--- src/rtl/acoustic_burst_writer_if.sv ---
// AXI4 write-channel bundle (AW, W, B) between the burst writer and the
// capture-buffer slave. Only the signals this master actually uses are carried.
interface acoustic_burst_writer_if #(
   parameter int ADDR_WIDTH = 32
);
   logic [ADDR_WIDTH-1:0] M_AXI_AWADDR;
   logic [7:0]            M_AXI_AWLEN;
   logic [2:0]            M_AXI_AWSIZE;
   logic [1:0]            M_AXI_AWBURST;
   logic                  M_AXI_AWVALID;
   logic                  M_AXI_AWREADY;
   logic [31:0]           M_AXI_WDATA;
   logic [3:0]            M_AXI_WSTRB;
   logic                  M_AXI_WLAST;
   logic                  M_AXI_WVALID;
   logic                  M_AXI_WREADY;
   logic [1:0]            M_AXI_BRESP;
   logic                  M_AXI_BVALID;
   logic                  M_AXI_BREADY;

   modport master (
      output M_AXI_AWADDR, M_AXI_AWLEN, M_AXI_AWSIZE, M_AXI_AWBURST, M_AXI_AWVALID,
      input  M_AXI_AWREADY,
      output M_AXI_WDATA, M_AXI_WSTRB, M_AXI_WLAST, M_AXI_WVALID,
      input  M_AXI_WREADY,
      input  M_AXI_BRESP, M_AXI_BVALID,
      output M_AXI_BREADY
   );

   modport slave (
      input  M_AXI_AWADDR, M_AXI_AWLEN, M_AXI_AWSIZE, M_AXI_AWBURST, M_AXI_AWVALID,
      output M_AXI_AWREADY,
      input  M_AXI_WDATA, M_AXI_WSTRB, M_AXI_WLAST, M_AXI_WVALID,
      output M_AXI_WREADY,
      output M_AXI_BRESP, M_AXI_BVALID,
      input  M_AXI_BREADY
   );
endinterface

--- src/rtl/acoustic_burst_writer.sv ---
// Hydrophone capture writer: buffers the free-running ADC stream in a small
// FIFO and drains it as fixed-length INCR bursts into a circular buffer.
// Samples arriving while the FIFO is full are dropped and flagged.
module acoustic_burst_writer #(
   parameter int ADDR_WIDTH  = 32,
   parameter int FIFO_DEPTH  = 16,
   parameter int BURST_BEATS = 8,
   parameter int BUF_BYTES   = 4096
) (
   input  logic                  ACLK,
   input  logic                  ARESET,
   input  logic                  enable,
   input  logic [ADDR_WIDTH-1:0] base_addr,
   input  logic [31:0]           s_tdata,
   input  logic                  s_tvalid,
   acoustic_burst_writer_if.master m_axi,
   output logic [31:0]           burst_count,
   output logic [ADDR_WIDTH-1:0] wr_ptr,
   output logic                  overflow,
   output logic                  bresp_err
);

   localparam int PTR_W       = $clog2(FIFO_DEPTH);
   localparam int CNT_W       = PTR_W + 1;
   localparam int BEAT_W      = (BURST_BEATS > 1) ? $clog2(BURST_BEATS) : 1;
   localparam int BURST_BYTES = BURST_BEATS * 4;

   localparam logic [BEAT_W-1:0] LAST_BEAT = BEAT_W'(BURST_BEATS - 1);

   typedef enum logic [1:0] {
      ST_IDLE = 2'd0,
      ST_ADDR = 2'd1,
      ST_DATA = 2'd2,
      ST_RESP = 2'd3
   } state_t;

   // FIFO storage and bookkeeping
   logic [31:0]           mem_q [FIFO_DEPTH];
   logic [PTR_W-1:0]      rd_idx_q;
   logic [PTR_W-1:0]      wr_idx_q;
   logic [CNT_W-1:0]      count_q;
   logic [CNT_W-1:0]      count_d;
   logic                  overflow_q;
   logic                  fifo_full;
   logic                  fifo_push;
   logic                  fifo_pop;

   // Burst engine registers
   state_t                state_q;
   logic                  awvalid_q;
   logic [ADDR_WIDTH-1:0] awaddr_q;
   logic                  wvalid_q;
   logic                  wlast_q;
   logic                  bready_q;
   logic [BEAT_W-1:0]     beat_q;
   logic [31:0]           burst_count_q;
   logic [ADDR_WIDTH-1:0] wr_ptr_q;
   logic [ADDR_WIDTH-1:0] base_q;
   logic                  bresp_err_q;
   logic [ADDR_WIDTH-1:0] wr_ptr_inc;
   logic [ADDR_WIDTH-1:0] buf_end;

   // A pop frees a slot in the same cycle, so a push while full still lands
   // when the head is leaving; the slot written is never the head otherwise.
   assign fifo_full  = (count_q == CNT_W'(FIFO_DEPTH));
   assign fifo_pop   = wvalid_q & m_axi.M_AXI_WREADY;
   assign fifo_push  = s_tvalid & (~fifo_full | fifo_pop);
   assign wr_ptr_inc = wr_ptr_q + ADDR_WIDTH'(BURST_BYTES);
   assign buf_end    = base_q + ADDR_WIDTH'(BUF_BYTES);

   // Occupancy next-state from the push/pop pair
   always_comb begin
      count_d = count_q;
      case ({fifo_push, fifo_pop})
         2'b10:   count_d = count_q + CNT_W'(1);
         2'b01:   count_d = count_q - CNT_W'(1);
         default: count_d = count_q;
      endcase
   end

   // Sample storage; contents need no reset because occupancy gates every read
   always_ff @(posedge ACLK) begin
      if (fifo_push) begin
         mem_q[wr_idx_q] <= s_tdata;
      end
   end

   // FIFO pointers, occupancy and the sticky drop flag
   always_ff @(posedge ACLK) begin
      if (ARESET) begin
         rd_idx_q   <= '0;
         wr_idx_q   <= '0;
         count_q    <= '0;
         overflow_q <= 1'b0;
      end else begin
         if (fifo_push) begin
            wr_idx_q <= wr_idx_q + PTR_W'(1);
         end
         if (fifo_pop) begin
            rd_idx_q <= rd_idx_q + PTR_W'(1);
         end
         count_q <= count_d;
         if (s_tvalid && fifo_full && !fifo_pop) begin
            overflow_q <= 1'b1;
         end
      end
   end

   // Burst sequencer: one outstanding transaction, AW then W then B, all outputs registered
   always_ff @(posedge ACLK) begin
      if (ARESET) begin
         state_q       <= ST_IDLE;
         awvalid_q     <= 1'b0;
         awaddr_q      <= base_addr;
         wvalid_q      <= 1'b0;
         wlast_q       <= 1'b0;
         bready_q      <= 1'b0;
         beat_q        <= '0;
         burst_count_q <= 32'd0;
         wr_ptr_q      <= base_addr;
         base_q        <= base_addr;
         bresp_err_q   <= 1'b0;
      end else begin
         case (state_q)
            ST_IDLE: begin
               if (enable && (count_q >= CNT_W'(BURST_BEATS))) begin
                  awaddr_q  <= wr_ptr_q;
                  awvalid_q <= 1'b1;
                  state_q   <= ST_ADDR;
               end else if (!enable) begin
                  // While stopped, track the base so a restart begins at its start
                  wr_ptr_q <= base_addr;
                  base_q   <= base_addr;
               end else begin
                  state_q <= ST_IDLE;
               end
            end
            ST_ADDR: begin
               if (m_axi.M_AXI_AWREADY) begin
                  awvalid_q <= 1'b0;
                  wvalid_q  <= 1'b1;
                  beat_q    <= '0;
                  wlast_q   <= (LAST_BEAT == BEAT_W'(0));
                  state_q   <= ST_DATA;
               end else begin
                  state_q <= ST_ADDR;
               end
            end
            ST_DATA: begin
               if (m_axi.M_AXI_WREADY) begin
                  if (beat_q == LAST_BEAT) begin
                     wvalid_q <= 1'b0;
                     wlast_q  <= 1'b0;
                     bready_q <= 1'b1;
                     state_q  <= ST_RESP;
                  end else begin
                     beat_q  <= beat_q + BEAT_W'(1);
                     wlast_q <= ((beat_q + BEAT_W'(1)) == LAST_BEAT);
                  end
               end else begin
                  state_q <= ST_DATA;
               end
            end
            ST_RESP: begin
               if (m_axi.M_AXI_BVALID) begin
                  bready_q      <= 1'b0;
                  burst_count_q <= burst_count_q + 32'd1;
                  if (m_axi.M_AXI_BRESP != 2'b00) begin
                     bresp_err_q <= 1'b1;
                  end
                  wr_ptr_q <= (wr_ptr_inc == buf_end) ? base_q : wr_ptr_inc;
                  state_q  <= ST_IDLE;
               end else begin
                  state_q <= ST_RESP;
               end
            end
            default: begin
               state_q   <= ST_IDLE;
               awvalid_q <= 1'b0;
               wvalid_q  <= 1'b0;
               wlast_q   <= 1'b0;
               bready_q  <= 1'b0;
            end
         endcase
      end
   end

   assign m_axi.M_AXI_AWADDR  = awaddr_q;
   assign m_axi.M_AXI_AWLEN   = 8'(BURST_BEATS - 1);
   assign m_axi.M_AXI_AWSIZE  = 3'b010;
   assign m_axi.M_AXI_AWBURST = 2'b01;
   assign m_axi.M_AXI_AWVALID = awvalid_q;
   assign m_axi.M_AXI_WDATA   = mem_q[rd_idx_q];
   assign m_axi.M_AXI_WSTRB   = 4'hF;
   assign m_axi.M_AXI_WLAST   = wlast_q;
   assign m_axi.M_AXI_WVALID  = wvalid_q;
   assign m_axi.M_AXI_BREADY  = bready_q;

   assign burst_count = burst_count_q;
   assign wr_ptr      = wr_ptr_q;
   assign overflow    = overflow_q;
   assign bresp_err   = bresp_err_q;

endmodule

--- src/flat_wrapper.sv ---
// flat-port wrapper written by rule: the top's interface ports become plain ports
module acoustic_burst_writer_flat 
#(
   parameter int ADDR_WIDTH  = 32,
   parameter int FIFO_DEPTH  = 16,
   parameter int BURST_BEATS = 8,
   parameter int BUF_BYTES   = 4096
)
  (ACLK, ARESET, enable, base_addr, s_tdata, s_tvalid, burst_count, wr_ptr, overflow, bresp_err, m_axi_M_AXI_AWADDR, m_axi_M_AXI_AWLEN, m_axi_M_AXI_AWSIZE, m_axi_M_AXI_AWBURST, m_axi_M_AXI_AWVALID, m_axi_M_AXI_AWREADY, m_axi_M_AXI_WDATA, m_axi_M_AXI_WSTRB, m_axi_M_AXI_WLAST, m_axi_M_AXI_WVALID, m_axi_M_AXI_WREADY, m_axi_M_AXI_BRESP, m_axi_M_AXI_BVALID, m_axi_M_AXI_BREADY);
  acoustic_burst_writer_if #(.ADDR_WIDTH(ADDR_WIDTH)) m_axi_i ();
  input  logic ACLK;
  input  logic ARESET;
  input  logic enable;
  input  logic [ADDR_WIDTH-1:0] base_addr;
  input  logic [31:0] s_tdata;
  input  logic s_tvalid;
  output logic [31:0] burst_count;
  output logic [ADDR_WIDTH-1:0] wr_ptr;
  output logic overflow;
  output logic bresp_err;
  output wire logic [$bits(m_axi_i.M_AXI_AWADDR)-1:0] m_axi_M_AXI_AWADDR;
  output wire logic [$bits(m_axi_i.M_AXI_AWLEN)-1:0] m_axi_M_AXI_AWLEN;
  output wire logic [$bits(m_axi_i.M_AXI_AWSIZE)-1:0] m_axi_M_AXI_AWSIZE;
  output wire logic [$bits(m_axi_i.M_AXI_AWBURST)-1:0] m_axi_M_AXI_AWBURST;
  output wire logic [$bits(m_axi_i.M_AXI_AWVALID)-1:0] m_axi_M_AXI_AWVALID;
  input wire logic [$bits(m_axi_i.M_AXI_AWREADY)-1:0] m_axi_M_AXI_AWREADY;
  output wire logic [$bits(m_axi_i.M_AXI_WDATA)-1:0] m_axi_M_AXI_WDATA;
  output wire logic [$bits(m_axi_i.M_AXI_WSTRB)-1:0] m_axi_M_AXI_WSTRB;
  output wire logic [$bits(m_axi_i.M_AXI_WLAST)-1:0] m_axi_M_AXI_WLAST;
  output wire logic [$bits(m_axi_i.M_AXI_WVALID)-1:0] m_axi_M_AXI_WVALID;
  input wire logic [$bits(m_axi_i.M_AXI_WREADY)-1:0] m_axi_M_AXI_WREADY;
  input wire logic [$bits(m_axi_i.M_AXI_BRESP)-1:0] m_axi_M_AXI_BRESP;
  input wire logic [$bits(m_axi_i.M_AXI_BVALID)-1:0] m_axi_M_AXI_BVALID;
  output wire logic [$bits(m_axi_i.M_AXI_BREADY)-1:0] m_axi_M_AXI_BREADY;
  assign m_axi_M_AXI_AWADDR = m_axi_i.M_AXI_AWADDR;
  assign m_axi_M_AXI_AWLEN = m_axi_i.M_AXI_AWLEN;
  assign m_axi_M_AXI_AWSIZE = m_axi_i.M_AXI_AWSIZE;
  assign m_axi_M_AXI_AWBURST = m_axi_i.M_AXI_AWBURST;
  assign m_axi_M_AXI_AWVALID = m_axi_i.M_AXI_AWVALID;
  assign m_axi_i.M_AXI_AWREADY = m_axi_M_AXI_AWREADY;
  assign m_axi_M_AXI_WDATA = m_axi_i.M_AXI_WDATA;
  assign m_axi_M_AXI_WSTRB = m_axi_i.M_AXI_WSTRB;
  assign m_axi_M_AXI_WLAST = m_axi_i.M_AXI_WLAST;
  assign m_axi_M_AXI_WVALID = m_axi_i.M_AXI_WVALID;
  assign m_axi_i.M_AXI_WREADY = m_axi_M_AXI_WREADY;
  assign m_axi_i.M_AXI_BRESP = m_axi_M_AXI_BRESP;
  assign m_axi_i.M_AXI_BVALID = m_axi_M_AXI_BVALID;
  assign m_axi_M_AXI_BREADY = m_axi_i.M_AXI_BREADY;
  acoustic_burst_writer #(.ADDR_WIDTH(ADDR_WIDTH), .FIFO_DEPTH(FIFO_DEPTH), .BURST_BEATS(BURST_BEATS), .BUF_BYTES(BUF_BYTES)) u_core (.ACLK(ACLK), .ARESET(ARESET), .enable(enable), .base_addr(base_addr), .s_tdata(s_tdata), .s_tvalid(s_tvalid), .m_axi(m_axi_i), .burst_count(burst_count), .wr_ptr(wr_ptr), .overflow(overflow), .bresp_err(bresp_err));
endmodule
--- config.mk ---
export PLATFORM = sky130hd
export DESIGN_NAME = acoustic_burst_writer_flat
export DESIGN_NICKNAME = d
export VERILOG_FILES = /design/src/rtl/acoustic_burst_writer_if.sv /design/src/rtl/acoustic_burst_writer.sv /design/src/flat_wrapper.sv
export SDC_FILE = /design/constraint.sdc
export NUM_CORES = 1
export LEC_CHECK = 0
export ABC_CLOCK_PERIOD_IN_PS = 5900
export CAP_MARGIN = 20
export CORE_UTILIZATION = 40
export CTS_CLUSTER_SIZE = 16
export DETAILED_ROUTE_END_ITERATION = 8
export GPL_ROUTABILITY_DRIVEN = 1
export MAX_ROUTING_LAYER = met4
export PLACE_DENSITY = 0.66
export SYNTH_ARGS = -nofsm -noshare
export SYNTH_HDL_FRONTEND = slang
export SYNTH_SLANG_ARGS = --single-unit
--- constraint.sdc ---
create_clock -name ACLK -period 5.9 [get_ports ACLK]
set_input_delay 0.59 -clock ACLK [delete_from_list [all_inputs] [get_ports ACLK]]
set_output_delay 0.59 -clock ACLK [all_outputs]
set_load 0.01 [all_outputs]
* Word level (Yosys, flattened, before mapping)
Memory sizes are Yosys's and may differ from the RTL's. A register that Yosys moved wholly into a read port is not among the register bits. Cells that the tools add are included.
Storage, ports and cells: output and inout port bits 151, input port bits 73, RAM bits 512, register bits after elaboration 152, memories 1, word-level logic and storage cells 116
Memory list:
- u_core.mem_q | depth 16, width 32, rd ports 1, clocked after memory_dff 1, wr ports 1, line acoustic_burst_writer.sv:38 | logic [31:0] mem_q [FIFO_DEPTH];
Cells by class: magnitude comparators 1, mux-type cells 41, eq/ne operators 22, reduce and logical (&&, ||, !) cells 24, add/subtract/negate cells 8, bitwise gates (word level) 4
Operators by type and width (number):
- $mux W32 | 10
- $pmux W32 S2 | 1
- $add A32 B1 Y32 const B | 1
- $add A32 B13 Y32 const B | 1
- $add A32 B6 Y32 const B | 1
- $eq A32 B32 Y1 | 1
- $reduce_and A4 Y1 | 4
- $reduce_bool A2 Y1 | 7
- $mux W1 | 12
- $mux W2 | 6
- $ne A2 B2 Y1 const B | 6
- $reduce_and A3 Y1 | 4
- $pmux W5 S2 | 1
- $mux W3 | 3
- $ne A3 B3 Y1 const B | 3
- $add A4 B1 Y4 const B | 2
- $mux W4 | 2
- $pmux W1 S2 | 4
- $pmux W2 S4 | 1
- $eq A2 B2 Y1 const B | 3
- $eq A3 B3 Y1 const B | 2
- $ne A3 B2 Y1 const B | 2
- $pmux W3 S2 | 1
- $reduce_and A2 Y1 | 3
- 14 further kinds | 19

* Logic depth before layout (Yosys ltp)
Gate-level depths: netlist of run 1.
depth in word-level cells 6, mapped depth 14, depth with buffers taken out 13

* Worst setup path before layout of run 1
OpenSTA, ideal clock, no wires.
kind input to register, start point input m_axi_M_AXI_WREADY, end point memory u_core.mem_q[3][0], enable pin, cell stages on the path 6, path slack 1909 ps, setup time 461 ps, buffers on the path 1, arrival time 3530 ps, path through nand2_1 -> nand4b_1 -> and2_1 -> clkbuf_1 -> nand2_1 -> nor3_1
Between the ends: cells in the longest elaborated chain, start to end 5
RTL lines:
- from (decl) | line flat_wrapper.sv:31 | input wire logic [$bits(m_axi_i.M_AXI_WREADY)-1:0] m_axi_M_AXI_WREADY;
- $and A1 B1 Y1 | line acoustic_burst_writer.sv:66 | assign fifo_pop = wvalid_q & m_axi.M_AXI_WREADY;
- $or A1 B1 Y1 | line acoustic_burst_writer.sv:67 | assign fifo_push = s_tvalid & (~fifo_full | fifo_pop);
- $and A1 B1 Y1 | line acoustic_burst_writer.sv:67
- $mux W1 | line acoustic_burst_writer.sv:83 | if (fifo_push) begin
- $mux W1 (not written as such) | line acoustic_burst_writer.sv:84 | mem_q[wr_idx_q] <= s_tdata;
- to (decl) | line acoustic_burst_writer.sv:38
No other way between the ends.

==> results of run 1 <==
## through the flow
stage | cell area (µm²) | utilization, %
5_1_grt | 32800 | 48.6
3_3_place_gp | 30600 | 45.3
3_5_place_dp | 30600 | 45.3
4_1_cts | 32800 | 48.6
2_1_floorplan | 27500 | -
6_report | 32800 | 48.6
## per-layer routing
layer | up-vias | track usage, % | part of all wire, %
met5 | - | - | 0
met4 | 0 | 5.09 | 1.7
met3 | 76 | 4.42 | 7.2
met2 | 446 | 28.3 | 49
met1 | 7551 | 23.3 | 42
li1 | 6477 | - | -
## logic make-up after synthesis
group                    after synthesis  share of synthesized area, %
other                                  2                        0.0274
AND/OR/NAND/NOR                      364                          6.55
adder cells (fa/ha/maj)               16                         0.757
buffers and inverters                109                          1.83
XOR/XNOR                             108                          3.90
AO/OA/AOI/OAI                         63                          1.51
multiplexers                         194                          14.5
flip-flops                           668                          70.9
## placed cells by master, fill, tap and decap left out, types with 4 or more instances in the layout
master,n
nor4_1,7
a21oi_1,18
ha_1,15
xor2_1,52
or2_2,4
diode_2,5
dfxtp_1,56
nand2_1,95
clkinv_1,13
nor3_2,5
clkdlybuf4s50_1,205
o21ai_0,19
and3_1,14
a21o_1,4
mux2_2,28
clkbuf_1,14
clkinv_2,16
or3_1,21
nand3_1,67
nand2b_1,4
buf_4,28
inv_1,21
clkbuf_16,71
xnor2_1,47
mux2i_1,6
nor2_4,12
nor3_1,11
nor2_1,69
and4_1,9
and2_1,5
conb_1,17
edfxtp_1,608
nand4_1,24
xnor3_1,9
mux4_2,160
## how the worst max path moves through the flow
stage,start,slack (ns),cells past startpoint,to
finish,register,1.78,4,m_axi_M_AXI_WDATA[17]
global placement,u_core.wr_ptr[5],2.24,11,u_core.wr_ptr[23]
floorplan,m_axi_M_AXI_WREADY,1.91,6,u_core.mem_q[3][0]
CTS,register,1.67,4,m_axi_M_AXI_WDATA[17]
detailed placement,u_core.wr_ptr[5],2.10,10,u_core.wr_ptr[1]
global route,register,1.58,4,m_axi_M_AXI_WDATA[17]
## critical path: stages (launching register included)
cell and delay (ns):
dfxtp_4 0.77, buf_4 0.52, mux4_2 0.58, mux4_2 0.52, clkdlybuf4s50_1 0.51
## sequential cells by signal, summed over array words and instances, names as in the netlist, named ones only
name,flops
u_core.m_axi.M_AXI_WLAST,1
u_core.m_axi.M_AXI_AWADDR,32
u_core.wr_idx_q,4
u_core.count_q,5
u_core.base_q,32
u_core.mem_q,512
u_core.m_axi.M_AXI_WVALID,1
u_core.m_axi.M_AXI_AWVALID,1
u_core.beat_q,3
u_core.rd_idx_q,4
u_core.m_axi.M_AXI_BREADY,1
u_core.state_q,2
u_core.burst_count,32
u_core.bresp_err,1
u_core.overflow,1
u_core.wr_ptr,32
## layout make-up
class	instances	share of cell area, %
well taps	873	3.33
multi-input cells	762	23.3
clock buffers	88	5.70
flip-flops and latches	668	59.3
diodes	5	0.0381
repair buffers	236	7.08
inverters	21	0.240
clock inverters	40	0.991
## power by group through the flow
stage               combinational, µW  sequential (µW)  clock (µW)
floorplan                         222             5430           0
global placement                  485             5430           0
detailed placement                494             5430           0
CTS                               496             5330        4270
global route                      529             5340        4440
finish                            490             5330        4180
==> impl.org, run 1 <==
** Detailed routing
- Routed Antenna Nets :: 0
- Wire length reported by the detailed router :: 60.7 mm
- After detailed routing, the number of remaining DRC violations is 0.
- Via count of the routed design :: 14550
- Count of TritonRoute iterations in the first routing pass :: 7
- Vias per cell :: 5.40
- In the final routed layout, each cell accounts on average for 22.5 µm.
- For this block, the initial DRC count from the detailed router was 1281.

** Placed design
- Worst Setup Slack post-DPL :: 2.10 ns
- Placed Cells incl. Taps :: 2560
- At the end of routability-driven placement, the weighted congestion stood at 0.854.
- Buffers placed on the I/O ports in this run total 206.
- Detailed placer's ending HPWL :: 35.3 mm

** Min path
- The tightest min-delay check is of the input port to register type.
- Hold path cells :: 2
- HP Start :: ARESET
- Endpoint of the worst hold path :: u_core.m_axi.M_AXI_AWVALID

** Critical path
- Setup slack on the worst reg-to-reg path comes out at 2.04 ns.
- Kind of start point of the critical path :: register
- The number of cells on the worst reg-to-reg path is 10.
- Start-to-end type of the worst setup path :: register to output port
- For the worst setup path, the data arrival time is 3.53 ns.
- Worst flop-to-flop path startpoint :: u_core.wr_ptr[5]
- The worst register-to-register path ends at u_core.wr_ptr[2].
- Required time of the worst setup path :: 5.31 ns
- Of all nets on the critical path, the largest fanout is 31.
- The worst setup path is captured at an output port.

** Power and ir drop
- Static leakage :: 0.0105 µW
- PnR Total Power :: 10000 µW
- Pwr per Cell Area :: 305 nW/µm²
- Part of the total power dissipated in sequential elements :: 53.3%
- Clock network fraction of design power :: 41.8%
- Switching part of the total power :: 21.7%
- Power Internal :: 7830 µW
- IR analysis of the VDD net gives a maximum drop of 0.195 mV.
- Combinational logic burns 4.9% of the power.
- Summed over all nets, the switching power comes to 2170 µW.

** Timing
- At the pin with the least slew margin, the transition time is 1.05 ns.
- Maximum operating frequency :: 0.243 GHz
- Clock skew after layout :: 0.0384 ns
- The worst pin sits at a relative slew slack of 30.2%.
- Total count of max-transition violations in the final report :: 0
- Period Utilization, post-route :: 69.9%
- The final count of hold timing violations came to 0.
- Post-route worst setup slack :: 1.78 ns
- Setup total negative slack on the finished layout was measured at 0 ns.
- On the final layout, the worst hold slack is 0.317 ns.
- Setup repair after global routing left no endpoint under its margin.
- Setup violations, final :: 0
- Subtracting the final worst setup slack from the clock period gives 4.12 ns.

** Logic synthesis
- Most used standard cells in the synthesized netlist :: edfxtp_1, mux4_2, nand2_1, nor2_1, nand3_1
- The synthesized design contains 668 register bits.
- In this run the cell area of the synthesized design comes to 27400 µm².
- Counting flops with a built-in enable in the synthesized netlist gives 608.
- Sequential cells were found to cover 70.9% of the synthesized design area.
- Number of different library cells in the post-synthesis netlist :: 59
- Cell types with the largest area share after synthesis :: edfxtp_1, mux4_2, dfxtp_1
- The average instance in the mapped netlist occupies 18.0 µm².
- Primary flip-flop cell chosen by synthesis mapping :: edfxtp_1
- The synthesized design spends more area on one cell type than any other, namely edfxtp_1.
- Yosys warning count :: 0
- Synth Instances :: 1524
- Most used standard cell by instance count after synthesis :: edfxtp_1
- After synthesis, the share of flip-flops with an asynchronous set or reset is 0%.
- Share of the synthesized area in the top cell type :: 66.5%

** Die
- In this run the vertical extent of the chip is 264 µm.
- For this design the top-level I/O count stands at 224.
- For this configuration, the core starts out at a cell density of 40.6%.
- Floorplan core area :: 67500 µm²
- Number of rows in the core area :: 95
- Total Die Area :: 69600 µm²
- From left edge to right edge, the die measures 264 µm.

** Clock network
- Maximum level of the CTS H-tree :: 3
- Worst-case clock buffer depth :: 3
- For this design, the CTS-stage hold fixing added 0 buffers.
- Buffers inserted during clock tree synthesis total 71.
- After clock tree synthesis, the clock-pin slew on the worst setup and hold paths is 0.06 ns.
- Sink Count :: 668
- Gates resized, CTS repair :: 0
- CTS placed an instance of clkbuf_16 at the clock tree root.
- Post-CTS repair timing setup buffer count :: 0
- The clock reaches the later pin of the worst-skew pair after 0.63 ns.
- Clock tree from TritonCTS :: done

** Final layout
- Summing all multi-input logic gate instances after layout gives 7640 µm².
- The sequential cells in the finished layout cover a total of 19500 µm².
- Compared with the post-synthesis result, the final layout area differs by 19.6%.
- Filler Cell Count :: 5576
- Post-route non-filler standard cell count :: 2693
- Layout net count :: 1849
- In the final layout, the share of cells above drive strength 1 is 19.4%.

** Global route
- Summed over all layers, the global routing overflow is 0.
- Total track usage :: 18.0%
- Number of antenna violations at the first check in global routing :: 5
- Via count of the first global-routing pass :: 15011
- The first global-routing pass estimated 92.1 mm of wire.
- Pin count of the biggest net entering global routing :: 83

** Status
- Result of the run :: complete, no violations

** Job
- The tool flagged a number of max-cap violations equal to 0.
Power figures use the tool's default switching activity.
==> inputs of run 2 (changes only) <==
Settings changed: ABC_CLOCK_PERIOD_IN_PS 5900 to 3500, PLACE_DENSITY 0.66 to 0.69.
Clock period 5.9 ns to 3.5 ns, I/O delays scaled along.
==> impl.org, run 2 (synthesized netlist as in run 1, its figures left out) <==
** Final layout
- Commonest non-fill, non-tap cell in the layout :: edfxtp_1
- More flip-flops sit in one register than any other, and that register is u_core.mem_q.
- After filler insertion, the fill cell instance count of the layout stands at 5444.
- Layout net count :: 1910
- Post-route non-filler standard cell count :: 2752
- Compared with the post-synthesis result, the final layout area differs by 22.7%.
- Share of cells above drive strength 1 :: 22.2%
- Flip-flop count of the largest register, all copies and words added :: 512
- Commonest cells after routing, fill and taps aside :: edfxtp_1, clkdlybuf4s50_1, mux4_2, nand2_1, clkbuf_16

** Global route
- Number of antenna violations at the first check in global routing :: 4
- The first global-routing pass estimated 94.9 mm of wire.
- Via count of the first global-routing pass :: 15707
- GRT overflow :: 0
- Pin count of the biggest net entering global routing :: 72
- Total track usage :: 18.6%

** Placed design
- In this run, placement finished with an instance count of 2609.
- Detailed placement ended at an HPWL of 37.6 mm.
- Number of input and output port buffers inserted :: 206
- RD Place Congestion :: 0.886
- Prior to clock tree synthesis, the placed netlist has a worst setup slack of 0.0173 ns.

** Job
- Max-cap violations in this run came to 0.

** Detailed routing
- Wire length reported by the detailed router :: 62.9 mm
- Summing over every cut layer, the via total after detailed routing is 14976.
- Count of TritonRoute iterations in the first routing pass :: 8
- For this block, the initial DRC count from the detailed router was 1223.
- Drt drc :: 0
- Vias per cell :: 5.44
- The count of nets left with antenna violations once routing finished came out at 0.
- Routed len/inst :: 22.8 µm

** Die
- The die is 264 µm tall.
- The die is 264 µm wide.
- During I/O placement, the number of pins put on the boundary was 224.
- The floorplan step defined a die boundary enclosing 69600 µm².
- In this run the core area contains 95 standard-cell rows.
- The initial utilization of the core area, before any placement, comes to 40.6%.
- Floorplan core area :: 67500 µm²

** Timing
- Clock skew on the completed layout was measured at 0.0232 ns.
- Maximum operating frequency :: 0.293 GHz
- Hold violation total from the final report :: 0
- Setup slack closes at 0.0832 ns.
- For the pin with the worst max-slew slack, the measured transition is 1.05 ns.
- Measured against its own limit, the worst slew margin works out to 30.3%.
- Setup violations, final :: 0
- Total count of max-transition violations in the final report :: 0
- The clock period could shrink to 3.42 ns.
- Summed over all failing endpoints, the final setup total negative slack is 0 ns.
- Period Utilization, post-route :: 97.6%

** Clock network
- Clock tree from TritonCTS :: done
- Clock-pin slew was measured on the worst setup and hold paths at 0.06 ns.
- The later pin in the worst-skew pair is clocked with a latency of 0.62 ns.
- The H-tree was split into 3 levels.
- Number of CTS-inserted buffers :: 71
- Sink Count :: 668
- Clk Tree Root Cell :: clkbuf_16
- The longest clock path from root to sink contains 3 buffers.
- CTS hold repair buffers :: 0

** Critical path
- Delay contributed by the slowest stage of the critical path :: 0.41 ns
- The largest individual stage delay along the critical path comes from the cell a2111oi_4.
- Traced cell by cell, the critical path runs through buf_4 > and4_1 > and3_1 > xnor2_1 > mux2_2 > mux2_2 > a211o_1 > a2111oi_4 > buf_4 > buf_12 > mux2i_1 > nand2_1.
- At the worst endpoint, the required time is 3.85 ns.
- Biggest fanout along the worst timing path :: 14
- Capturing element type of the critical path :: register
- Start-to-end type of the worst setup path :: register to register
- Arrival time of the worst setup path :: 3.77 ns
- Kind of start point of the critical path :: register

** Power and ir drop
- Pwr per Cell Area :: 510 nW/µm²
- Summed over all cells, the static leakage comes to 0.0108 µW.
- The worst-case IR drop observed on VDD is 0.369 mV.

** Min path
- Hold WC Path Type :: input port to register

** Status
- Result of the run :: complete, no violations
-- run 2: changes by cell type in the layout (fill, tap and decap cells not counted), moves of 3 or more --
cell | previous run | this run
buf_4 | 28 | 67
buf_12 | 3 | 22
clkbuf_1 | 14 | 23
clkinv_2 | 16 | 8
bufinv_16 | 1 | 6
nor3_1 | 11 | 8
-- run 2: power by group --
part           internal (µW)  switching [µW]  total [µW]
sequential              8880            80.3        8960
clock                   4280            3020        7300
combinational            432             478         911
total                  13600            3580       17200
-- run 2: through the flow --
step / util, % / area (µm²) / hold WS (ns) / power (µW)
after floorplan: - / 27500 / 0.449 / 9520
after global placement: 46.2 / 31200 / 0.435 / 10000
after detailed placement: 46.2 / 31200 / 0.437 / 10000
after CTS: 49.7 / 33500 / 0.0939 / 17300
after global routing: 49.9 / 33700 / 0.118 / 17700
final: 49.9 / 33700 / 0.122 / 17200
-- run 2: cell type report --
type	count	area, µm²	share of cell area [%]
Antenna cell	4	10.0	0.0297
Clock buffer	96	1900	5.65
Clock inverter	31	362	1.07
Inverter	21	78.8	0.234
Multi-Input combinational cell	762	7710	22.9
Sequential cell	668	19500	57.8
Tap cell	873	1090	3.24
Timing Repair Buffer	297	3050	9.05
-- run 2: what timing repair did --
action | CTS | global route
pin swaps | 0 | 2
buffers inserted | 5 | 6
gates resized for setup | 0 | 13
gates cloned | 0 | 1
endpoints found under the setup margin | 10 | 31
hold endpoints to repair | 0 | 0
-- run 2: worst paths after layout --
kind	slack, ns	endpoint	start	depth (start not counted)
max reg2reg	0.08	u_core.wr_ptr[23]	u_core.wr_ptr[5]	12
min reg2reg	0.46	u_core.bresp_err	u_core.bresp_err	2
max	0.08	u_core.wr_ptr[23]	u_core.wr_ptr[5]	12
min	0.12	u_core.m_axi.M_AXI_BREADY	ARESET	2
-- run 2: worst max-delay path: cells and delay by family (launching register included) --
kind / cells / cell delay [ns]
and+or+nand+nor: 3 / 0.49
muxes: 3 / 0.81
DFF: 1 / 0.39
xor gates and xnor gates: 1 / 0.20
AOI/OAI and AO/OA: 2 / 0.74
buffers and inverters: 3 / 0.50
-- run 2: routing by layer --
layer / up-vias / global-route usage [%] / wire length, µm
met3: 114 / 4.13 / 4570
met5: - / - / 0
li1: 6612 / - / -
met1: 7684 / 24.2 / 26300
met4: 0 / 5.91 / 1520
met2: 566 / 29.2 / 30500
==> inputs of run 3 (changes only) <==
Settings changed: GPL_ROUTABILITY_DRIVEN 1 to not set.
==> results of run 3 <==
No change in the layout: final DEF, timing and power equal those of run 2.
